`config.mk`:
```
export PLATFORM = sky130hd
export DESIGN_NAME = apb_slave
export DESIGN_NICKNAME = d
export VERILOG_FILES = /design/src/rtl/apb_pkg.sv /design/src/rtl/apb_regfile.sv /design/src/rtl/apb_slave.sv
export SDC_FILE = /design/constraint.sdc
export NUM_CORES = 1
export LEC_CHECK = 0
export BUFFER_PORTS_ARGS = -buffer_cell sky130_fd_sc_hd__buf_2
export CAP_MARGIN = 15
export CELL_PAD_IN_SITES_DETAIL_PLACEMENT = 0
export CELL_PAD_IN_SITES_GLOBAL_PLACEMENT = 1
export CORE_ASPECT_RATIO = 1.4
export CORE_UTILIZATION = 45
export CTS_BUF_LIST = sky130_fd_sc_hd__clkbuf_8
export CTS_CLUSTER_DIAMETER = 40
export DETAILED_ROUTE_END_ITERATION = 8
export PLACE_DENSITY_LB_ADDON = 0.1
export SYNTH_ARGS = -nofsm -noshare
export SYNTH_HDL_FRONTEND = slang
export SYNTH_SLANG_ARGS = --single-unit
export TNS_END_PERCENT = 30
```
`constraint.sdc`:
```
create_clock -name pclk -period 4.1 [get_ports pclk]
set_clock_uncertainty 0.15 [all_clocks]
set_input_delay 1.23 -clock pclk [delete_from_list [all_inputs] [get_ports pclk]]
set_output_delay 1.23 -clock pclk [all_outputs]
set_load 0.05 [all_outputs]
```
`src/rtl/apb_pkg.sv`:
```
// apb_pkg: definitions shared by the APB master and slave.
//   - bus width defaults for paddr and pwdata/prdata
//   - FSM state encodings, as localparam constants for legacy code and as
//     an enum type for new code; both carry the same values
package apb_pkg;

    localparam int APB_ADDR_W = 8;
    localparam int APB_DATA_W = 8;

    localparam logic [1:0] ST_IDLE   = 2'b00;
    localparam logic [1:0] ST_SETUP  = 2'b01;
    localparam logic [1:0] ST_ACCESS = 2'b10;

    typedef enum logic [1:0] {
        IDLE   = ST_IDLE,
        SETUP  = ST_SETUP,
        ACCESS = ST_ACCESS
    } apb_state_e;

    // Largest wait-state count the 4-bit wait counter can hold.
    localparam int APB_MAX_WAIT = 15;

endpackage

```
`src/rtl/apb_regfile.sv`:
```
// apb_regfile: DEPTH x DATA_W register array behind the APB slave.
//   clk    in   clock; writes and clear happen on its rising edge
//   rst    in   synchronous active-high clear of every register
//   we     in   write enable (ignored for addresses >= DEPTH)
//   waddr  in   write address
//   wdata  in   write data
//   raddr  in   combinational read address
//   rdata  out  contents at raddr, 0 for addresses >= DEPTH
module apb_regfile
    import apb_pkg::*;
#(
    parameter int ADDR_W = APB_ADDR_W,
    parameter int DATA_W = APB_DATA_W,
    parameter int DEPTH  = 64
) (
    input  logic              clk,
    input  logic              rst,
    input  logic              we,
    input  logic [ADDR_W-1:0] waddr,
    input  logic [DATA_W-1:0] wdata,
    input  logic [ADDR_W-1:0] raddr,
    output logic [DATA_W-1:0] rdata
);

    localparam int IDX_W = (DEPTH > 1) ? $clog2(DEPTH) : 1;
    // One extra bit so DEPTH == 2**ADDR_W still compares correctly.
    localparam logic [ADDR_W:0] DEPTH_L = (ADDR_W + 1)'(DEPTH);

    logic [DATA_W-1:0] mem [DEPTH];

    logic waddr_ok;
    logic raddr_ok;

    assign waddr_ok = ({1'b0, waddr} < DEPTH_L);
    assign raddr_ok = ({1'b0, raddr} < DEPTH_L);

    always_ff @(posedge clk) begin
        if (rst) begin
            for (int unsigned i = 0; i < DEPTH; i++) begin
                mem[i] <= '0;
            end
        end else if (we && waddr_ok) begin
            mem[waddr[IDX_W-1:0]] <= wdata;
        end
    end

    always_comb begin
        rdata = '0;
        if (raddr_ok) begin
            rdata = mem[raddr[IDX_W-1:0]];
        end
    end

endmodule

```
`src/rtl/apb_slave.sv`:
```
// apb_slave: APB responder fronting an apb_regfile.
//   pclk     in   bus clock
//   preset   in   synchronous active-high reset
//   psel     in   slave select
//   penable  in   access-phase strobe
//   pwrite   in   1 = write, 0 = read
//   paddr    in   transfer address
//   pwdata   in   write data
//   prdata   out  read data, non-zero only on a successful read with pready
//   pready   out  transfer completes in the cycle this is 1
//   pslverr  out  error response for addresses >= DEPTH, only with pready
// Every ACCESS phase is stretched by WAIT_CYCLES wait states.
module apb_slave
    import apb_pkg::*;
#(
    parameter int ADDR_W      = APB_ADDR_W,
    parameter int DATA_W      = APB_DATA_W,
    parameter int DEPTH       = 64,
    parameter int WAIT_CYCLES = 0
) (
    input  logic              pclk,
    input  logic              preset,
    input  logic              psel,
    input  logic              penable,
    input  logic              pwrite,
    input  logic [ADDR_W-1:0] paddr,
    input  logic [DATA_W-1:0] pwdata,
    output logic [DATA_W-1:0] prdata,
    output logic              pready,
    output logic              pslverr
);

    localparam logic [3:0]      WAIT_INIT = 4'(WAIT_CYCLES);
    localparam logic [ADDR_W:0] DEPTH_L   = (ADDR_W + 1)'(DEPTH);

    logic [1:0]        state;
    logic [1:0]        phase;
    logic [1:0]        state_nxt;
    logic [3:0]        cnt;
    logic [3:0]        cnt_nxt;
    logic              load;

    logic [ADDR_W-1:0] addr_q;
    logic              write_q;
    logic [DATA_W-1:0] wdata_q;

    logic              in_range;
    logic              reg_we;
    logic [DATA_W-1:0] reg_rdata;

    // The setup cycle is the bus cycle with psel=1, penable=0 seen while
    // idle; it is decoded here rather than registered so that the request
    // is latched at the edge closing that cycle and pready can rise in the
    // very next cycle. The state register therefore only ever holds
    // IDLE or ACCESS.
    always_comb begin
        phase = state;
        if (state == ST_IDLE && psel && !penable) begin
            phase = ST_SETUP;
        end
    end

    always_comb begin
        state_nxt = state;
        cnt_nxt   = cnt;
        load      = 1'b0;
        case (phase)
            ST_IDLE: begin
                state_nxt = ST_IDLE;
            end
            ST_SETUP: begin
                state_nxt = ST_ACCESS;
                cnt_nxt   = WAIT_INIT;
                load      = 1'b1;
            end
            ST_ACCESS: begin
                if (!psel) begin
                    state_nxt = ST_IDLE;
                end else if (cnt != 4'd0) begin
                    cnt_nxt = cnt - 4'd1;
                end else begin
                    // Completion cycle; a back-to-back setup is picked up
                    // from IDLE in the following cycle.
                    state_nxt = ST_IDLE;
                end
            end
            default: begin
                state_nxt = ST_IDLE;
                cnt_nxt   = '0;
            end
        endcase
    end

    always_ff @(posedge pclk) begin
        if (preset) begin
            state   <= ST_IDLE;
            cnt     <= '0;
            addr_q  <= '0;
            write_q <= 1'b0;
            wdata_q <= '0;
        end else begin
            state <= state_nxt;
            cnt   <= cnt_nxt;
            if (load) begin
                addr_q  <= paddr;
                write_q <= pwrite;
                wdata_q <= pwdata;
            end
        end
    end

    assign in_range = ({1'b0, addr_q} < DEPTH_L);

    // psel gates pready so that dropping select in ACCESS aborts the
    // transfer without a response or a commit.
    assign pready  = (state == ST_ACCESS) && (cnt == 4'd0) && psel;
    assign pslverr = pready && !in_range;
    assign reg_we  = pready && write_q && in_range;

    always_comb begin
        prdata = '0;
        if (pready && !write_q && in_range) begin
            prdata = reg_rdata;
        end
    end

    apb_regfile #(
        .ADDR_W (ADDR_W),
        .DATA_W (DATA_W),
        .DEPTH  (DEPTH)
    ) u_regfile (
        .clk   (pclk),
        .rst   (preset),
        .we    (reg_we),
        .waddr (addr_q),
        .wdata (wdata_q),
        .raddr (addr_q),
        .rdata (reg_rdata)
    );

endmodule

```
==> metrics.cfg, run 1 <==
[run_status]
status=finished, violations left
failed_checks=negative setup slack

[yosys]
synth_area_leaders=edfxtp_1 (62%), and2_1 (13%), mux4_2 (12%), dfxtp_1 (2.3%), mux2i_1 (1.8%)
ys_seq_area_share_pct=64.2
synth_cell_types=47
syn_inst=1664
ys_top_cells_by_count=and2_1 (516), edfxtp_1 (512), mux4_2 (129)
yosys.area.top_type_share_pct=61.9
synth_edf_count=512
postSynthAreaPerCell_sq_um=14.9
netlist_area_sq_um=24800
syn_nets=1687
yosys_warnings=0
yosys.cell_count.top_type=and2_1
synthArstFlopShare_pct=0
synth_ff_type=edfxtp_1
synth_largest_area_cell=edfxtp_1
synth-seq-cells=540

[detailed_routing]
vias=14211
route.detailed.drc=0
avgViaCountPerCell=5.40
first_iter_violations=922
wl_per_cell_um=25.6
ant_nets=0
wl_um=67300
dr.pass1.iters=6

[die]
dieArea_sq_um=56200
coreArea_sq_um=54300
die_y_um=280
initial_core_util_pct=45.7
rows=101
ios=31
fp.dieW_um=201

[grt]
grt.met2_usage_pct=42.9
grt_pass1_vias=14737
met1_usage_pct=31.3
overflow=0
antenna_found_initial=2
grtUsageMet3_pct=3.77
grt_max_degree=51
grt_pass1_wl_um=98800
gr-max-usage-layer=met2
grt_usage_pct=24.5

[critical_path]
start_kind=flop
rr_worst_depth=8
crit_arrival_ns=2.97
crit_required_ns=2.72
crit_path_cell_trace=buf_12, buf_16, buf_6, mux4_2, mux2i_1, mux2_4, o21ai_2, a22o_1, buf_6
r2r_start=cnt[1]
crit_path_frequent_cell=buf_6
r2r-end=u_regfile.mem[5][0]
slowest_delay_ns=0.53
r2r_slack_ns=1.03
crit_family=multiplexers
cpMaxStageDelayCell=mux4_2
worstPathMaxFanout=6
cp_num_cells=9
crit_type=reg -> out
path_buf_inv=4
end_kind=output port

[timing]
setup_viol=8
maxSlewHeadroom_pct=26.0
layout_setup_ws_ns=-0.254
final_hold_viol_count=0
period_share_pct=106
tightest_slew_ns=1.11
period_minus_slack_ns=4.35
rsz0062_at_grt=yes
fmax_mhz=230
slew_violations=0

[cts]
tritoncts=done
htreeDepth=3
cts_sinks=540
cts_buffer_depth=3
clkLatencyLatePin_ns=0.69
hold_buffers=0
clockRootBuffer=clkbuf_8
cts_buffers=86
path_clk_slew_ns=0.06

[power]
power.density_nw_per_um2=403
pwr-share-comb_pct=7.0
clockPowerShare_pct=39.6
p_switching_mw=2.77
internal-power_mw=9.02
swShare_pct=23.5
p_seq_share_pct=53.4
leakage_nw=10.6
ir_worst_vdd_mv=0.240

[min_path]
holdCritStartpoint=cnt[1]
min_path_cells=2
holdPathEnd=cnt[1]
hp-class=reg -> reg

[cells_and_area]
syn2layout_area_growth_pct=17.8
post_route_cells_drive_above_1_share_pct=31.2
fillCellCount=4618
final_cells=2631
nets=1861
final_core_util_pct=53.9
fin_area_sq_um=29300

[placement]
place_hpwl_um=43400
placed_area_sq_um=26500
place_congestion=0.834
numPortBuffers=30
place_inst=2428

[flow_run]
drv_cap=0

## worst min-delay path: stages, from the launching register on
cell	delay, ns
dfxtp_1	0.32
nand3_1	0.06
a21oi_1	0.06
## cell families (layout without fill, tap and decap cells)
group,Yosys count,after routing,share of synthesized area (%)
flip-flops,540,540,64.2
other,0,1,0
multiplexers,182,182,13.9
XOR/XNOR,3,3,0.106
adder cells (fa/ha/maj),2,2,0.101
AO/OA/AOI/OAI,73,73,1.92
buffers and inverters,118,363,2.09
AND/OR/NAND/NOR,746,746,17.8
## power groups by stage
| stage | Combinational [mW] | Clock (mW) | Sequential [mW] |
|---|---|---|---|
| 2_1_floorplan | 0.468 | 0 | 6.34 |
| 3_3_place_gp | 0.702 | 0 | 6.41 |
| 3_5_place_dp | 0.704 | 0 | 6.42 |
| 4_1_cts | 0.795 | 4.78 | 6.30 |
| 5_1_grt | 0.862 | 4.98 | 6.32 |
| 6_report | 0.819 | 4.67 | 6.30 |
## sequential cells by signal, summed over array words and instances (netlist names), named ones only
signal / flops
wdata_q: 8
state: 1
write_q: 1
cnt: 4
addr_q: 8
u_regfile.mem: 512
## layout make-up
type / instances / area, sq um / share of cell area [%]
clock buffers: 89 / 1220 / 4.19
repair buffers: 201 / 1980 / 6.75
inverters: 3 / 11.3 / 0.0385
multi-input cells: 1006 / 8700 / 29.7
clock inverters: 70 / 490 / 1.68
diodes: 1 / 2.50 / 0.00855
well taps: 721 / 902 / 3.08
flip-flops and latches: 540 / 16000 / 54.5
## how the worst max path moves through the flow
stage	slack, ns	end	from
2_1_floorplan	-0.02	prdata[3]	psel
3_3_place_gp	-0.21	prdata[2]	psel
3_5_place_dp	-0.27	prdata[2]	psel
4_1_cts	-0.32	prdata[6]	flop
5_1_grt	-0.32	prdata[1]	flop
6_report	-0.25	prdata[1]	flop
## metal layers
layer	vias to the layer above	share of wire [%]
li1	6442	-
met1	7343	41
met2	344	52
met3	82	4.7
met4	0	2.4
met5	-	0
## stage by stage
stage	hold WS (ns)	power [mW]	setup TNS, ns	setup slack, ns
finish	0.339	11.8	-1.62	-0.254
global route	0.357	12.2	-2.19	-0.318
CTS	0.340	11.9	-2.21	-0.324
detailed placement	0.330	7.12	-1.40	-0.270
global placement	0.327	7.11	-1.24	-0.211
floorplan	0.303	6.80	-0.0737	-0.0216
## placed cells by master (no fill, tap or decap), types with 22 or more instances in the layout
| cell | Yosys | routed |
|---|---|---|
| a21oi_1 | 30 | 24 |
| and2_1 | 516 | 516 |
| buf_2 | 15 | 22 |
| buf_4 | 15 | 139 |
| clkbuf_8 | 0 | 89 |
| edfxtp_1 | 512 | 512 |
| inv_1 | 3 | 28 |
| mux2i_1 | 45 | 22 |
| mux4_2 | 129 | 129 |
| nand2_1 | 51 | 50 |
| nor2_1 | 65 | 65 |
| or2_2 | 65 | 65 |
## what timing repair did
action                                  in CTS  in global routing
cloned                                       8                  0
gates resized for setup                     75                 29
setup buffers                               12                 25
endpoints found under the setup margin       8                  8
pin swaps                                   10                  8
No activity file was read; power rests on OpenSTA's default activity.
==> inputs of run 2 (changes only) <==
- ABC_AREA: not set -> 0
- RECOVER_POWER: not set -> 25
- SYNTH_HIERARCHICAL: not set -> 1
==> run 2 against run 1 <==
Net effect: critical endpoint is now prdata[4]; sequential power down 1%; worst hold slack better by 0.0076 ns; the run still ends with negative setup slack left; setup slack worse by 0.018 ns; wire length rose by 3.8%; register-to-register slack worse by 0.85 ns; via count up 3.5%; non-clock buffer count grew 9; power fell by 2.1%; clock power fell by 5.1%; synthesized area about the same.
==> metrics.cfg, run 2 <==
[cells_and_area]
nets=1893  ; +1.7%
post_route_cells_drive_above_1_share_pct=28.9  ; -2.3 points
final_cells=2664  ; +1.3%
final_cell_mix=edfxtp_1 (512), and2_1 (418), mux4_2 (123), buf_4 (107), and2_0 (95)
top_regs=u_regfile/mem: 512 flops, addr_q: 8 flops, wdata_q: 8 flops
fillCellCount=4553  ; -1.4%
largest_register=u_regfile/mem
fin_area_sq_um=29100  ; -0.71%
largest_register_ffs=512  ; unchanged
final_common_cell=edfxtp_1
syn2layout_area_growth_pct=16.9

[critical_path]
r2r_slack_ns=0.18  ; -0.85 ns
path_buf_inv=4  ; unchanged
crit_family=multiplexers
crit_arrival_ns=2.99  ; +0.02 ns
crit_required_ns=2.72  ; about the same
cp_num_cells=10  ; +1
start_kind=flop
cpMaxStageDelayCell=mux4_2
crit_path_frequent_cell=buf_12
startpoint=addr_q[0]
r2r_start=cnt[0]
crit_type=reg -> out
rr_worst_depth=13  ; +5
crit_path_cell_trace=buf_12, buf_12, buf_12, mux4_2, nand2_2, nand3_2, a32oi_2, o31ai_4, and2_4, buf_8
slowest_delay_ns=0.58  ; +0.05 ns
r2r-end=u_regfile/mem[38][3]
worstPathMaxFanout=6  ; unchanged
end_kind=output port

[yosys]
synth_area_leaders=edfxtp_1 (62%), and2_1 (13%), mux4_2 (11%), dfxtp_1 (1.8%), or2_2 (1.6%)
ys_seq_area_share_pct=63.6  ; -0.53 points
synth_largest_area_cell=edfxtp_1
synthArstFlopShare_pct=0  ; unchanged
synth_xor_area_share_pct=0  ; -0.11 points
yosys.area_share.simple_pct=18.8  ; +1.1 points
syn_nets=1713  ; +1.5%
synth_compound_area_share_pct=2.46  ; +0.53 points
yosys.cell_count.top_type=and2_1
syn_inst=1690  ; +1.6%
synth-seq-cells=534  ; -1.1%
synthAdderAreaFrac_pct=0.101  ; about the same
muxShareOfSynthArea_pct=12.4  ; -1.5 points
synth_edf_count=512  ; unchanged
ys_top_cells_by_count=and2_1 (521), edfxtp_1 (512), mux4_2 (120)
synth_ff_type=edfxtp_1
synth_cell_types=59  ; +26%
synth_top_family_by_area=simple AND/OR/NAND/NOR gates
netlist_area_sq_um=24900  ; about the same
yosys_warnings=6  ; +6
yosys.area.top_type_share_pct=61.8  ; about the same
postSynthAreaPerCell_sq_um=14.7  ; -1.5%

[detailed_routing]
wl_per_cell_um=26.2  ; +2.5%
ant_nets=0  ; unchanged
first_iter_violations=1236  ; +34%
route.detailed.drc=0  ; unchanged
wl_um=69900  ; +3.8%
dr.pass1.iters=5  ; -1
vias=14706  ; +3.5%
avgViaCountPerCell=5.52  ; +2.2%

[cts]
tritoncts=done
cts_sinks=534  ; -1.1%
htreeDepth=3  ; unchanged
clockRootBuffer=clkbuf_8
cts_buffers=86  ; unchanged
clkLatencyLatePin_ns=0.69  ; about the same
cts_buffer_depth=3  ; unchanged
path_clk_slew_ns=0.06  ; about the same

[min_path]
min_path_cells=2  ; unchanged
holdPathEnd=addr_q[2]
holdCritStartpoint=addr_q[2]
hp-class=reg -> reg

[timing]
slew_violations=0  ; unchanged
tightest_slew_ns=1.14  ; +0.0285 ns
tns_ns=-2.00  ; -0.390 ns
setup_viol=8  ; unchanged
final_hold_viol_count=0  ; unchanged
rsz0062_at_grt=yes
maxSlewHeadroom_pct=24.1  ; -1.9 points
layout_setup_ws_ns=-0.272  ; -0.0179 ns
fmax_mhz=229  ; -0.41%
period_minus_slack_ns=4.37  ; +0.0179 ns
period_share_pct=107  ; +0.44 points

[grt]
overflow=0  ; unchanged
grt_pass1_vias=15021  ; +1.9%
antenna_found_initial=2  ; unchanged
grt_pass1_wl_um=101000  ; +2.2%
grt_max_degree=53  ; +3.9%
grt_usage_pct=25.2  ; +0.68 points

[flow_run]
drv_cap=0  ; unchanged

[run_status]
failed_checks=negative setup slack
status=finished, violations left

[die]
fp.dieW_um=201  ; about the same
initial_core_util_pct=45.6  ; -0.069 points
die_y_um=280  ; about the same
dieArea_sq_um=56200  ; about the same
ios=31  ; unchanged
rows=101  ; unchanged
coreArea_sq_um=54500  ; +0.23%

[placement]
numPortBuffers=30  ; unchanged
placed_area_sq_um=26400  ; -0.45%
place_congestion=0.861  ; +3.3%
place_inst=2457  ; +1.2%
place_hpwl_um=44800  ; +3.0%

[power]
power.density_nw_per_um2=397  ; -1.4%
ir_worst_vdd_mv=0.263  ; +9.9%
leakage_nw=10.4  ; -2.1%

[run 2: cell types whose count changed after synthesis, moves of 9 or more]
cell | previous run | this run
nand2_1 | 51 | 61
clkbuf_1 | 83 | 69
o22ai_1 | 2 | 11
nor2_1 | 65 | 79
mux2i_1 | 45 | 16
a22oi_1 | 8 | 17
mux4_2 | 129 | 120
[run 2: stage by stage]
stage | util [%] | hold slack (ns) | worst slack, ns | power [mW]
floorplan | - | 0.285 | 0.418 | 6.76
global placement | 48.5 | 0.339 | 0.144 | 7.09
detailed placement | 48.5 | 0.342 | 0.141 | 7.10
CTS | 53.0 | 0.350 | -0.347 | 11.6
global route | 53.4 | 0.369 | -0.312 | 11.9
finish | 53.4 | 0.347 | -0.272 | 11.5
[run 2: final cells by class]
class	count	area, sq um	share of cell area, %
multi-input combinational	1032	8690	29.9
sequential	534	15800	54.5
clock buffer	90	1240	4.26
tap	721	902	3.10
clock inverter	70	402	1.38
inverter	6	22.5	0.0775
timing repair buffer	210	1970	6.76
antenna	1	2.50	0.00861
[run 2: worst reg2reg max path, cell delays in order (launching register included)]
cell and delay [ns]:
dfxtp_1 0.34, inv_1 0.09, ha_1 0.16, nor3b_1 0.30
nand3_1 0.28, inv_1 0.14, and3_1 0.15, or4b_1 0.55
nor2_1 0.26, nand2_1 0.18, clkbuf_1 0.37, nor2_1 0.23
clkbuf_1 0.39, and2_1 0.20
[run 2: routing by layer]
metal | up-vias | share of wire, % | GRT usage, %
li1 | 6573 | - | -
met1 | 7573 | 39 | 30.7
met2 | 454 | 52 | 44.6
met3 | 106 | 5.3 | 4.03
met4 | 0 | 3.3 | 10.2
met5 | - | 0 | 0
[run 2: worst max path at each step]
| stage | endpoint | slack [ns] |
|---|---|---|
| 2_1_floorplan | u_regfile/mem[30][0] | 0.42 |
| 6_report | prdata[4] | -0.27 |
| 3_5_place_dp | prdata[1] | 0.14 |
| 3_3_place_gp | prdata[7] | 0.14 |
| 4_1_cts | prdata[2] | -0.35 |
| 5_1_grt | prdata[4] | -0.31 |
[run 2: cells by family after synthesis]
family,count (synthesis)
AOI/OAI and AO/OA,90
muxes,145
adders and majority gates,2
DFF,534
and+or+nand+nor,795
buffers and inverters,124
[run 2: repair_timing]
item                                    in CTS  in global routing
setup buffers                               28                 12
cloned                                       6                  3
endpoints found under the setup margin       8                  8
gates resized for setup                     95                 43
pin swaps                                   16                 14
hold buffers                                 0                  0
[run 2: power by group]
part,internal [mW],switching (mW)
clock,2.24,2.19
sequential,6.13,0.103
combinational,0.373,0.505
total,8.75,2.80
==> inputs of run 3 (changes only) <==
==> constraint.sdc (replaced) <==
create_clock -name pclk -period 4.1 [get_ports pclk]
set_clock_uncertainty 0.15 [all_clocks]
set_input_delay 0.41 -clock pclk [delete_from_list [all_inputs] [get_ports pclk]]
set_output_delay 0.41 -clock pclk [all_outputs]
set_load 0.05 [all_outputs]
==> run 3 against run 2 <==
Net effect: the flow finishes with violations (max-capacitance violations, max-slew violations); largest power group unchanged; non-clock buffer count fell by 55; clock-buffer cell count down 1; register-to-register slack improved by 0.03 ns.
==> metrics.cfg, run 3 (synthesis gave the netlist of run 2 again) <==
[timing]
period_share_pct=96.8  ; -9.8 points
period_minus_slack_ns=3.97  ; -0.402 ns
final_hold_viol_count=0  ; unchanged
fmax_mhz=252  ; +10%
tightest_slew_ns=2.15  ; +1.02 ns
setup_viol=0  ; -8
hold_ws_ns=0.0926  ; -0.254 ns
tns_ns=0  ; +2.00 ns
rsz0062_at_grt=no
maxSlewHeadroom_pct=-43.9  ; -68 points
slew_violations=19  ; +19

[cells_and_area]
final_core_util_pct=51.2  ; -2.2 points
top_regs=u_regfile/mem: 512 flops, addr_q: 8 flops, wdata_q: 8 flops
post_route_cells_drive_above_1_share_pct=21.3  ; -7.7 points
final_cell_mix=edfxtp_1 (512), and2_1 (429), mux4_2 (120), and2_0 (92), clkbuf_8 (89)
final_cells=2601  ; -2.4%
final_common_cell=edfxtp_1
syn2layout_area_growth_pct=12.1
nets=1835  ; -3.1%
fillCellCount=4594  ; +0.90%
largest_register=u_regfile/mem
largest_register_ffs=512  ; unchanged

[cts]
clkLatencyLatePin_ns=0.66  ; -0.03 ns
cts_buffers=83  ; -3.5%
cts_buffer_depth=3  ; unchanged
path_clk_slew_ns=0.06  ; about the same
tritoncts=done
clockRootBuffer=clkbuf_8
cts_sinks=534  ; unchanged
htreeDepth=3  ; unchanged

[critical_path]
end_kind=output port
crit_type=reg -> out
rr_worst_depth=12  ; -1
r2r_slack_ns=0.21  ; +0.03 ns
crit_required_ns=3.54  ; +0.82 ns
worstPathMaxFanout=23  ; +17
r2r-end=u_regfile/mem[30][1]
start_kind=flop
crit_arrival_ns=3.41  ; +0.42 ns
r2r_start=cnt[0]

[placement]
place_congestion=0.813  ; -5.6%
place_inst=2404  ; -2.2%
numPortBuffers=30  ; unchanged
place_hpwl_um=42400  ; -5.3%

[flow_run]
drv_cap=1  ; +1

[power]
power.density_nw_per_um2=395  ; -0.48%
leakage_nw=9.93  ; -4.7%
ir_worst_vdd_mv=0.281  ; +6.9%
power_mw=11.0  ; -4.5%

[detailed_routing]
wl_per_cell_um=25.3  ; -3.3%
avgViaCountPerCell=5.44  ; -1.5%
wl_um=65900  ; -5.6%
ant_nets=0  ; unchanged
route.detailed.drc=0  ; unchanged
dr.pass1.iters=7  ; +2
vias=14140  ; -3.8%
first_iter_violations=888  ; -28%

[die]
fp.dieW_um=201  ; unchanged
initial_core_util_pct=45.6  ; unchanged
ios=31  ; unchanged
die_y_um=280  ; unchanged
dieArea_sq_um=56200  ; unchanged
rows=101  ; unchanged
coreArea_sq_um=54500  ; unchanged

[min_path]
hp-class=in -> reg
holdPathEnd=cnt[2]
min_path_cells=5  ; +3
holdCritStartpoint=penable

[grt]
grt_pass1_vias=14810  ; -1.4%
grt_pass1_wl_um=97500  ; -3.5%
grt_max_degree=66  ; +25%
antenna_found_initial=1  ; -1
grt_usage_pct=24.1  ; -1.1 points
overflow=0  ; unchanged

[run_status]
status=finished, violations left
failed_checks=max-capacitance violations, max-slew violations

[run 3: final cells by class]
type / instances / area, sq um / area share, %
antenna: 1 / 2.50 / 0.00898
clock buffer: 89 / 1220 / 4.39
clock inverter: 63 / 263 / 0.943
inverter: 6 / 22.5 / 0.0808
multi-input combinational: 1032 / 8360 / 30.0
sequential: 534 / 15900 / 56.9
tap: 721 / 902 / 3.24
timing repair buffer: 155 / 1230 / 4.43
[run 3: how the worst max path moves through the flow]
| stage | start | to | cells after the start | slack [ns] |
|---|---|---|---|---|
| CTS | addr_q[1] | prdata[3] | 8 | 0.01 |
| floorplan | cnt[0] | u_regfile/mem[30][0] | 11 | 0.85 |
| detailed placement | cnt[0] | u_regfile/mem[1][6] | 11 | 0.27 |
| global placement | cnt[0] | u_regfile/mem[1][1] | 11 | 0.31 |
| finish | addr_q[0] | prdata[3] | 8 | 0.13 |
| global route | cnt[0] | u_regfile/mem[31][5] | 10 | 0.02 |
[run 3: timing repair]
| action | in CTS | in global routing |
|---|---|---|
| hold endpoints to repair | 19 | 0 |
| gates resized for setup | 3 | 0 |
| endpoints found under the setup margin | 5 | 1 |
| setup buffers | 5 | 5 |
| cloned | 1 | 0 |
| hold buffers | 33 | 0 |
[run 3: power breakdown]
group | switching (mW) | total [mW] | internal (mW)
logic | 0.382 | 0.670 | 0.288
clock network | 2.05 | 4.06 | 2.00
registers | 0.164 | 6.30 | 6.13
total | 2.60 | 11.0 | 8.42
[run 3: critical path, cell delays in order, from the launching register on]
cell and delay, ns:
dfxtp_4 0.48, buf_16 0.25, mux4_2 0.58, a221oi_1 0.45, a2111oi_0 0.23, buf_4 0.19
a31o_1 0.18, and2_1 0.18, buf_2 0.23
[run 3: metal layers]
layer	wire length (um)	vias up	global-route usage, %
li1	-	6428	-
met1	26200	7260	29.1
met2	35100	339	43.8
met3	2670	113	3.14
met4	1940	0	9.02
met5	0	-	0
[run 3: stage by stage]
step           setup slack (ns)  cell area [sq um]
4_1_cts                  0.0110              27900
6_report                  0.130              27900
3_3_place_gp              0.306              26000
5_1_grt                  0.0231              27900
3_5_place_dp              0.267              26000
2_1_floorplan             0.854              24900
